File: src/rtl/uart_pkg.sv
// Shared types and constants for the UART console-out bridge.
package uart_pkg;

  localparam int UART_DATA_BITS = 8;

  typedef enum logic [1:0] {
    TX_IDLE,
    TX_START,
    TX_DATA,
    TX_STOP
  } uart_tx_state_t;

endpackage

File: src/rtl/sync_fifo.sv
// Single-clock FIFO with wrap-bit pointers; full/empty are decoded straight from the pointers.
module sync_fifo #(
  parameter int WIDTH = 8,
  parameter int DEPTH = 16
) (
  input  logic             clock,
  input  logic             reset,
  input  logic             push,
  input  logic             pop,
  input  logic [WIDTH-1:0] din,
  output logic [WIDTH-1:0] dout,
  output logic             full,
  output logic             empty
);

  localparam int AW = $clog2(DEPTH);

  logic [AW:0]      wr_ptr;
  logic [AW:0]      rd_ptr;
  logic [WIDTH-1:0] mem [DEPTH];
  logic             do_push;
  logic             do_pop;

  assign do_push = push && !full;
  assign do_pop  = pop && !empty;

  always_ff @(posedge clock or negedge reset) begin
    if (!reset) begin
      wr_ptr <= '0;
      rd_ptr <= '0;
    end else begin
      if (do_push) wr_ptr <= wr_ptr + 1'b1;
      if (do_pop)  rd_ptr <= rd_ptr + 1'b1;
    end
  end

  always_ff @(posedge clock) begin
    if (do_push) mem[wr_ptr[AW-1:0]] <= din;
  end

  // Same index with opposite wrap bits means the writer has lapped the reader.
  assign dout  = mem[rd_ptr[AW-1:0]];
  assign empty = (wr_ptr == rd_ptr);
  assign full  = (wr_ptr[AW] != rd_ptr[AW]) && (wr_ptr[AW-1:0] == rd_ptr[AW-1:0]);

endmodule

File: src/rtl/uart_tx_bridge.sv
// Buffers the core's console-out bytes and serialises them as 8N1 UART on a registered TX pin.
module uart_tx_bridge
  import uart_pkg::*;
#(
  parameter int CLK_DIV    = 434,
  parameter int FIFO_DEPTH = 16
) (
  input  logic        clock,
  input  logic        reset,
  input  logic        io_uart_out_valid,
  input  logic [7:0]  io_uart_out_ch,
  output logic        uart_tx,
  output logic        tx_busy,
  output logic        fifo_full,
  output logic        fifo_empty,
  output logic [15:0] drop_cnt
);

  localparam int                CNT_W    = $clog2(CLK_DIV);
  localparam logic [CNT_W-1:0]  BAUD_MAX = CNT_W'(CLK_DIV - 1);
  localparam logic [2:0]        LAST_BIT = 3'(UART_DATA_BITS - 1);

  function automatic logic [15:0] sat_inc16(input logic [15:0] v);
    return (v == 16'hFFFF) ? v : v + 16'd1;
  endfunction

  uart_tx_state_t   state;
  logic [CNT_W-1:0] baud_cnt;
  logic [2:0]       bit_idx;
  logic [7:0]       shift_reg;
  logic [7:0]       fifo_dout;
  logic             push;
  logic             pop;
  logic             bit_end;

  assign bit_end = (baud_cnt == '0);
  assign push    = io_uart_out_valid && !fifo_full;
  // A new frame starts either from idle or on the final stop-bit cycle, giving gapless back-to-back frames.
  assign pop     = !fifo_empty &&
                   ((state == TX_IDLE) || ((state == TX_STOP) && bit_end));

  sync_fifo #(
    .WIDTH (8),
    .DEPTH (FIFO_DEPTH)
  ) u_fifo (
    .clock (clock),
    .reset (reset),
    .push  (push),
    .pop   (pop),
    .din   (io_uart_out_ch),
    .dout  (fifo_dout),
    .full  (fifo_full),
    .empty (fifo_empty)
  );

  always_ff @(posedge clock or negedge reset) begin
    if (!reset) begin
      state    <= TX_IDLE;
      baud_cnt <= '0;
      bit_idx  <= '0;
    end else begin
      case (state)
        TX_IDLE: begin
          if (pop) begin
            state    <= TX_START;
            baud_cnt <= BAUD_MAX;
          end
        end
        TX_START: begin
          if (bit_end) begin
            state    <= TX_DATA;
            baud_cnt <= BAUD_MAX;
            bit_idx  <= '0;
          end else begin
            baud_cnt <= baud_cnt - 1'b1;
          end
        end
        TX_DATA: begin
          if (bit_end) begin
            baud_cnt <= BAUD_MAX;
            if (bit_idx == LAST_BIT) state <= TX_STOP;
            else                     bit_idx <= bit_idx + 1'b1;
          end else begin
            baud_cnt <= baud_cnt - 1'b1;
          end
        end
        TX_STOP: begin
          if (bit_end) begin
            if (pop) begin
              state    <= TX_START;
              baud_cnt <= BAUD_MAX;
            end else begin
              state <= TX_IDLE;
            end
          end else begin
            baud_cnt <= baud_cnt - 1'b1;
          end
        end
        default: state <= TX_IDLE;
      endcase
    end
  end

  always_ff @(posedge clock) begin
    if (pop)                              shift_reg <= fifo_dout;
    else if ((state == TX_DATA) && bit_end) shift_reg <= shift_reg >> 1;
  end

  // Line and busy flag are registered from the current state, so they trail it by one clock.
  always_ff @(posedge clock or negedge reset) begin
    if (!reset) begin
      uart_tx <= 1'b1;
      tx_busy <= 1'b0;
    end else begin
      case (state)
        TX_START: uart_tx <= 1'b0;
        TX_DATA:  uart_tx <= shift_reg[0];
        default:  uart_tx <= 1'b1;
      endcase
      tx_busy <= (state != TX_IDLE);
    end
  end

  always_ff @(posedge clock or negedge reset) begin
    if (!reset) begin
      drop_cnt <= '0;
    end else if (io_uart_out_valid && fifo_full) begin
      drop_cnt <= sat_inc16(drop_cnt);
    end
  end

endmodule

File: config.mk
export PLATFORM = sky130hd
export DESIGN_NAME = uart_tx_bridge
export DESIGN_NICKNAME = d
export VERILOG_FILES = /design/src/rtl/uart_pkg.sv /design/src/rtl/sync_fifo.sv /design/src/rtl/uart_tx_bridge.sv
export SDC_FILE = /design/constraint.sdc
export NUM_CORES = 1
export LEC_CHECK = 0
export ABC_AREA = 1
export ABC_CLOCK_PERIOD_IN_PS = 2500
export BUFFER_PORTS_ARGS = -buffer_cell sky130_fd_sc_hd__buf_2
export CAP_MARGIN = 20
export CORE_MARGIN = 4
export CORE_UTILIZATION = 30
export CTS_CLUSTER_DIAMETER = 100
export DETAILED_ROUTE_END_ITERATION = 6
export PLACE_DENSITY_LB_ADDON = 0.25
export SYNTH_ARGS = -nofsm -noshare
export SYNTH_HDL_FRONTEND = slang
export SYNTH_SLANG_ARGS = --single-unit
export TNS_END_PERCENT = 30
File: constraint.sdc
create_clock -name clock -period 2.5 [get_ports clock]
set_clock_uncertainty 0.15 [all_clocks]
set_input_delay 0.125 -clock clock [delete_from_list [all_inputs] [get_ports clock]]
set_output_delay 0.125 -clock clock [all_outputs]
set_load 0.005 [all_outputs]
; ---- Word-level counts from Yosys, hierarchy flattened
; Memory sizes are Yosys's and may differ from the RTL's.
; Cells that the tools add are included.
; Widths: inputs -> output; s select.
[classes]
n_addsub = 5
eq_ne = 14
n_mux = 20
bitwise_logic = 1
n_reduce_logical = 20
[ops]
columns = operator, n
row1 = $mux 9, 3
row2 = $pmux 9 s3, 1
row3 = $add 16x1->16 const B, 1
row4 = $eq 16x16->1 const B, 1
row5 = $mux 8, 2
row6 = $add 5x1->5 const B, 2
row7 = $mux 2, 5
row8 = $ne 2x2->1 const B, 5
row9 = $logic_not 9->1, 1
row10 = $mux 3, 3
row11 = $sub 9x1->9 const B, 1
row12 = $logic_and 1x1->1, 8
row13 = $pmux 2 s4, 1
row14 = $pmux 3 s2, 1
row15 = $reduce_bool 2->1, 3
row16 = $eq 5x5->1, 1
row17 = $reduce_and 5->1, 1
row18 = $eq 2x2->1 const B, 2
row19 = $eq 4x4->1, 1
row20 = $reduce_and 4->1, 1
row21 = $add 3x1->3 const B, 1
row22 = $eq 3x3->1 const B, 1
row23 = $mux 1, 3
row24 = $eq 2x1->1 const B, 1
row25 = other kinds (9), 10
[word_totals]
register_bits = 50
ramBits = 128
input_bits = 11
word_cells = 70
n_memories = 1
[memory_table]
columns = memory, depth, word_bits, read_ports, rd_ports_with_merged_regs, write_ports, line
row1 = u_fifo.mem, 16, 8, 1, 0, 1, sync_fifo.sv:20  ; logic [WIDTH-1:0] mem [DEPTH];

; ---- Depth between registers and ports, before layout
[logic_depth]
ltp_word = 7
depth_mapped = 12
ltp_nobuf = 11

; ---- Modules after synthesis
; Synthesis repeated with hierarchy kept, for this count alone.
[unflattened]
cells_unflattened = 860
hier_area_um2 = 8345.5
[modules_own_cells]
columns = mod, instances, cells_per_inst, area_each_um2
row1 = sync_fifo, 1, 559, 5929.4
row2 = uart_tx_bridge, 1, 301, 2416.1

; ---- Least setup slack after synthesis
; No wires, ideal clock.
[synth_path]
kind = register -> register
from = register baud_cnt[0]
to = register shift_reg[0] (enable)
setup_ns = 0.384
arrival_time_ns = 1.669
required_time_ns = 1.966
setup_slack_ns = 0.297
path_stages_with_launch = 8
n_path_buf = 1
period_less_slack_ns = 2.203
path_cell_list = dfrtp_1 > inv_1 > ha_1 > nand2_1 > nor2_1 > nand2_1 > buf_2 > o21ai_0
[synth_via]
elab_chain_cells = 5
elab_cells_between_ends = 6
classes_between = 6 x reduce/logical
[synth_rtl]
columns = element, line
row1 = start: declaration, uart_tx_bridge.sv:28  ; logic [CNT_W-1:0] baud_cnt;
row2 = start signal: assignment, uart_tx_bridge.sv:75  ; baud_cnt <= baud_cnt - 1'b1;
row3 = start signal: assignment, uart_tx_bridge.sv:84  ; baud_cnt <= baud_cnt - 1'b1;
row4 = start signal: assignment, uart_tx_bridge.sv:96  ; baud_cnt <= baud_cnt - 1'b1;
row5 = $logic_not 9->1 *, uart_tx_bridge.sv:36  ; assign bit_end = (baud_cnt == '0);
row6 = $logic_and 1x1->1, uart_tx_bridge.sv:40  ; ((state == TX_IDLE) || ((state == TX_STOP) && bit_end));
row7 = $logic_or 1x1->1, uart_tx_bridge.sv:40
row8 = $logic_and 1x1->1, uart_tx_bridge.sv:39  ; assign pop = !fifo_empty &&
row9 = $reduce_bool 2->1 (no line) *, --
row10 = end signal: assignment, uart_tx_bridge.sv:105  ; if (pop) shift_reg <= fifo_dout;
row11 = end signal: assignment, uart_tx_bridge.sv:106  ; else if ((state == TX_DATA) && bit_end) shift_reg <= shift_reg >> 1;
row12 = end: declaration, uart_tx_bridge.sv:30  ; logic [7:0] shift_reg;
; Mark *: on every way between the ends. The rest lies on a longest branch, timed or not.
; A chain may end at the register's enable or synchronous reset.

; ---- Final worst setup path
[layout_path]
from = register u_fifo.rd_ptr[3]
to = memory u_fifo.mem[12][3] (enable)
[layout_via]
elab_chain_cells = 7
[layout_rtl]
columns = element, line
row1 = start: declaration, sync_fifo.sv:19  ; logic [AW:0] rd_ptr;
row2 = start signal: assignment, sync_fifo.sv:33  ; if (do_pop) rd_ptr <= rd_ptr + 1'b1;
row3 = $eq 4x4->1 *, sync_fifo.sv:44  ; assign full = (wr_ptr[AW] != rd_ptr[AW]) && (wr_ptr[AW-1:0] == rd_ptr[AW-1:0]);
row4 = $logic_and 1x1->1 *, sync_fifo.sv:44
row5 = $logic_not 1->1 *, "sync_fifo.sv:24, uart_tx_bridge.sv:37"
row6 = $logic_and 1x1->1, uart_tx_bridge.sv:37  ; assign push = io_uart_out_valid && !fifo_full;
row7 = $logic_and 1x1->1 *, sync_fifo.sv:24  ; assign do_push = push && !full;
row8 = $mux 1 *, sync_fifo.sv:38  ; if (do_push) mem[wr_ptr[AW-1:0]] <= din;
row9 = $mux 1 (implied by the code) *, sync_fifo.sv:38
row10 = end: declaration, sync_fifo.sv:20
; Marked as above.

==> flow_metrics.tcl <==
set metrics [dict create \
    gr-usage-all-layers 0.138 \
    grt_setup_unrepaired "no" \
    netlist_instances 790 \
    synth.most_common_cell "nor2_1" \
    rrSetupSlack_ns 0.30 \
    rr_startpoint "u_fifo.rd_ptr[3]" \
    tns_ns 0 \
    worst_pin_slew_ns 0.570 \
    status "finished, final reports clean" \
    syn_area_um2 8070 \
    synth_ff_type "edfxtp_1" \
    syn_area_per_cell_um2 10.2 \
    synth_top_area_share 0.506 \
    dp.final_hpwl_mm 13.0 \
    syn_nets 816 \
    grt_pass1_wl_mm 31.2 \
    cts_tree "built" \
    cp.depth 10 \
    ctsResizeCount 0 \
    maxSlewHeadroom 0.620 \
    start_util 0.307 \
    cp-start-kind "flop" \
    ys_warn_count 0 \
    worstHoldStart "io_uart_out_ch[2]" \
    largest_reg_flops 128 \
    syn_to_final_growth_pct 15.4 \
    drtIter0Drc 488 \
    grt_use_met3 0.0322 \
    drive_gt1_frac 0.125 \
    final_cells 1190 \
    cpMaxStageDelayCell "dfrtp_1" \
    synth-seq-area-share 0.637 \
    leakage_nw 3.62 \
    crit_path_max_fanout 10 \
    worstSetupPathType "reg -> reg" \
    viasPerCell 4.67 \
    cp_common_cell "nand2_1" \
    place.gp.congestion 0.860 \
    ys_seq_elements 178 \
    dr.pass1.iters 6 \
    vias 5556 \
    hold_violations 0 \
    hold_path.class "in -> reg" \
    dieArea_um2 29600 \
    synth_edf_count 136 \
    wl_mm 19.7 \
    slowest_delay_ns 0.42 \
    numCtsBuffers 17 \
    fmax_ghz 0.454 \
    drv_slew 0 \
    first_global_vias 5392 \
    finalNetCount 868 \
    total_power_w 0.00690 \
    path_cells "inv_2, nand2_1, nand2_1, nor2_4, nand3_2, nand2_1, inv_2, nand2_1, nor2_1, buf_4" \
    max-vdd-ir-drop_mv 0.389 \
    ant_nets 0 \
    min_to "u_fifo.mem[9][2]" \
    clk_latency_ns 0.44 \
    ys_top_cells_by_count "nor2_1, nand2_1, edfxtp_1" \
    drv_cap 0 \
    grtUsageMet1 0.206 \
    synthDistinctLibCells 35 \
    setup_viol 0 \
    whs_path_depth 1 \
    antenna_found_initial 0 \
    crit_required_ns 2.49 \
    io_pins 31 \
    power.density_nw_per_um2 741 \
    antennaDiodeCount 0 \
    cts-root-buf "clkbuf_16" \
    r2r_end "u_fifo.mem[12][3]" \
    clkSlewWorstSetupHoldPaths_ns 0.07 \
    clock-sinks 178 \
    cts_max_path_buffers 2 \
    period_needed_ns 2.20 \
    ff2ff_path_depth 10 \
    crit_family "simple AND/OR/NAND/NOR gates" \
    hold_buffers 5 \
    htreeDepth 4 \
    use_met2 0.205 \
    grt_max_degree 66 \
    yosysTopAreaCell "edfxtp_1" \
    post_cts_buffers 0 \
    coreArea_um2 26300 \
    end_kind "flop" \
    wl_per_cell_um 16.6 \
    path_buf_inv 3 \
    port_buffers 30 \
    async_flop_share 0.236 \
    drc 0 \
    dp.cells 1153 \
    die_h_um 172 \
    grt_overflow 0 \
    fillers 2644 \
    synthTopCellsByArea "edfxtp_1, dfrtp_1, nor2_1, nand2_1, o21ai_0" \
    num_rows 59 \
    grt-busiest-layer "met1" \
    cp.arrival_ns 2.20 \
    fp.dieW_um 172 \
    post-route-period-util 0.881 \
]
[area by class of cell]
class	instances	area, um2	share of cell area
inverter	46	173	0.0186
multi-input combinational	536	2590	0.279
clock buffer	21	440	0.0473
sequential	178	5140	0.552
tap	335	419	0.0450
clock inverter	11	119	0.0128
timing repair buffer	63	423	0.0454
[cell families after synthesis]
logic type | Yosys count | share of synthesized area
adder cells (fa/ha/maj) | 15 | 0.0233
flip-flops | 178 | 0.637
XOR/XNOR | 22 | 0.0239
AND/OR/NAND/NOR | 380 | 0.195
buffers and inverters | 76 | 0.0414
AO/OA/AOI/OAI | 119 | 0.0799
[power breakdown]
part / total [W] / switching [W] / internal [W]
Clock: 0.00260 / 0.00120 / 0.00140
Combinational: 0.000721 / 0.000508 / 0.000212
Sequential: 0.00358 / 0.000121 / 0.00346
[cell usage in the layout, fill, tap and decap left out, types with 17 or more instances in the layout]
cell type / n
edfxtp_1: 136
buf_4: 27
dfrtp_1: 40
nand3_1: 50
inv_1: 39
o21ai_0: 87
nor2_1: 161
buf_2: 30
nand2_1: 149
clkbuf_16: 17
[through the flow]
stage / util / setup slack (ns) / hold slack, ns / instance area (um2)
CTS: 0.354 / 0.306 / 0.00824 / 9310
finish: 0.354 / 0.298 / 0.0153 / 9310
global route: 0.354 / 0.136 / 0.0101 / 9310
floorplan: - / 0.297 / -0.321 / 8070
global placement: 0.331 / 0.371 / 0.00810 / 8700
detailed placement: 0.331 / 0.323 / 0.00605 / 8700
[per-layer routing]
| layer | up-vias | wire, um |
|---|---|---|
| met3 | 14 | 725 |
| met5 | - | 0 |
| li1 | 2767 | - |
| met1 | 2679 | 10200 |
| met2 | 96 | 8620 |
| met4 | 0 | 161 |
[how the worst max path moves through the flow]
stage / to / slack (ns) / from
after floorplan: shift_reg[0] / 0.30 / baud_cnt[0]
after global placement: u_fifo.mem[4][1] / 0.37 / u_fifo.rd_ptr[3]
after detailed placement: u_fifo.mem[12][3] / 0.32 / u_fifo.rd_ptr[3]
after CTS: u_fifo.mem[12][3] / 0.31 / u_fifo.rd_ptr[3]
after global routing: u_fifo.mem[0][5] / 0.14 / u_fifo.wr_ptr[0]
final: u_fifo.mem[12][3] / 0.30 / u_fifo.rd_ptr[3]
No activity file was read; power rests on OpenSTA's default activity.
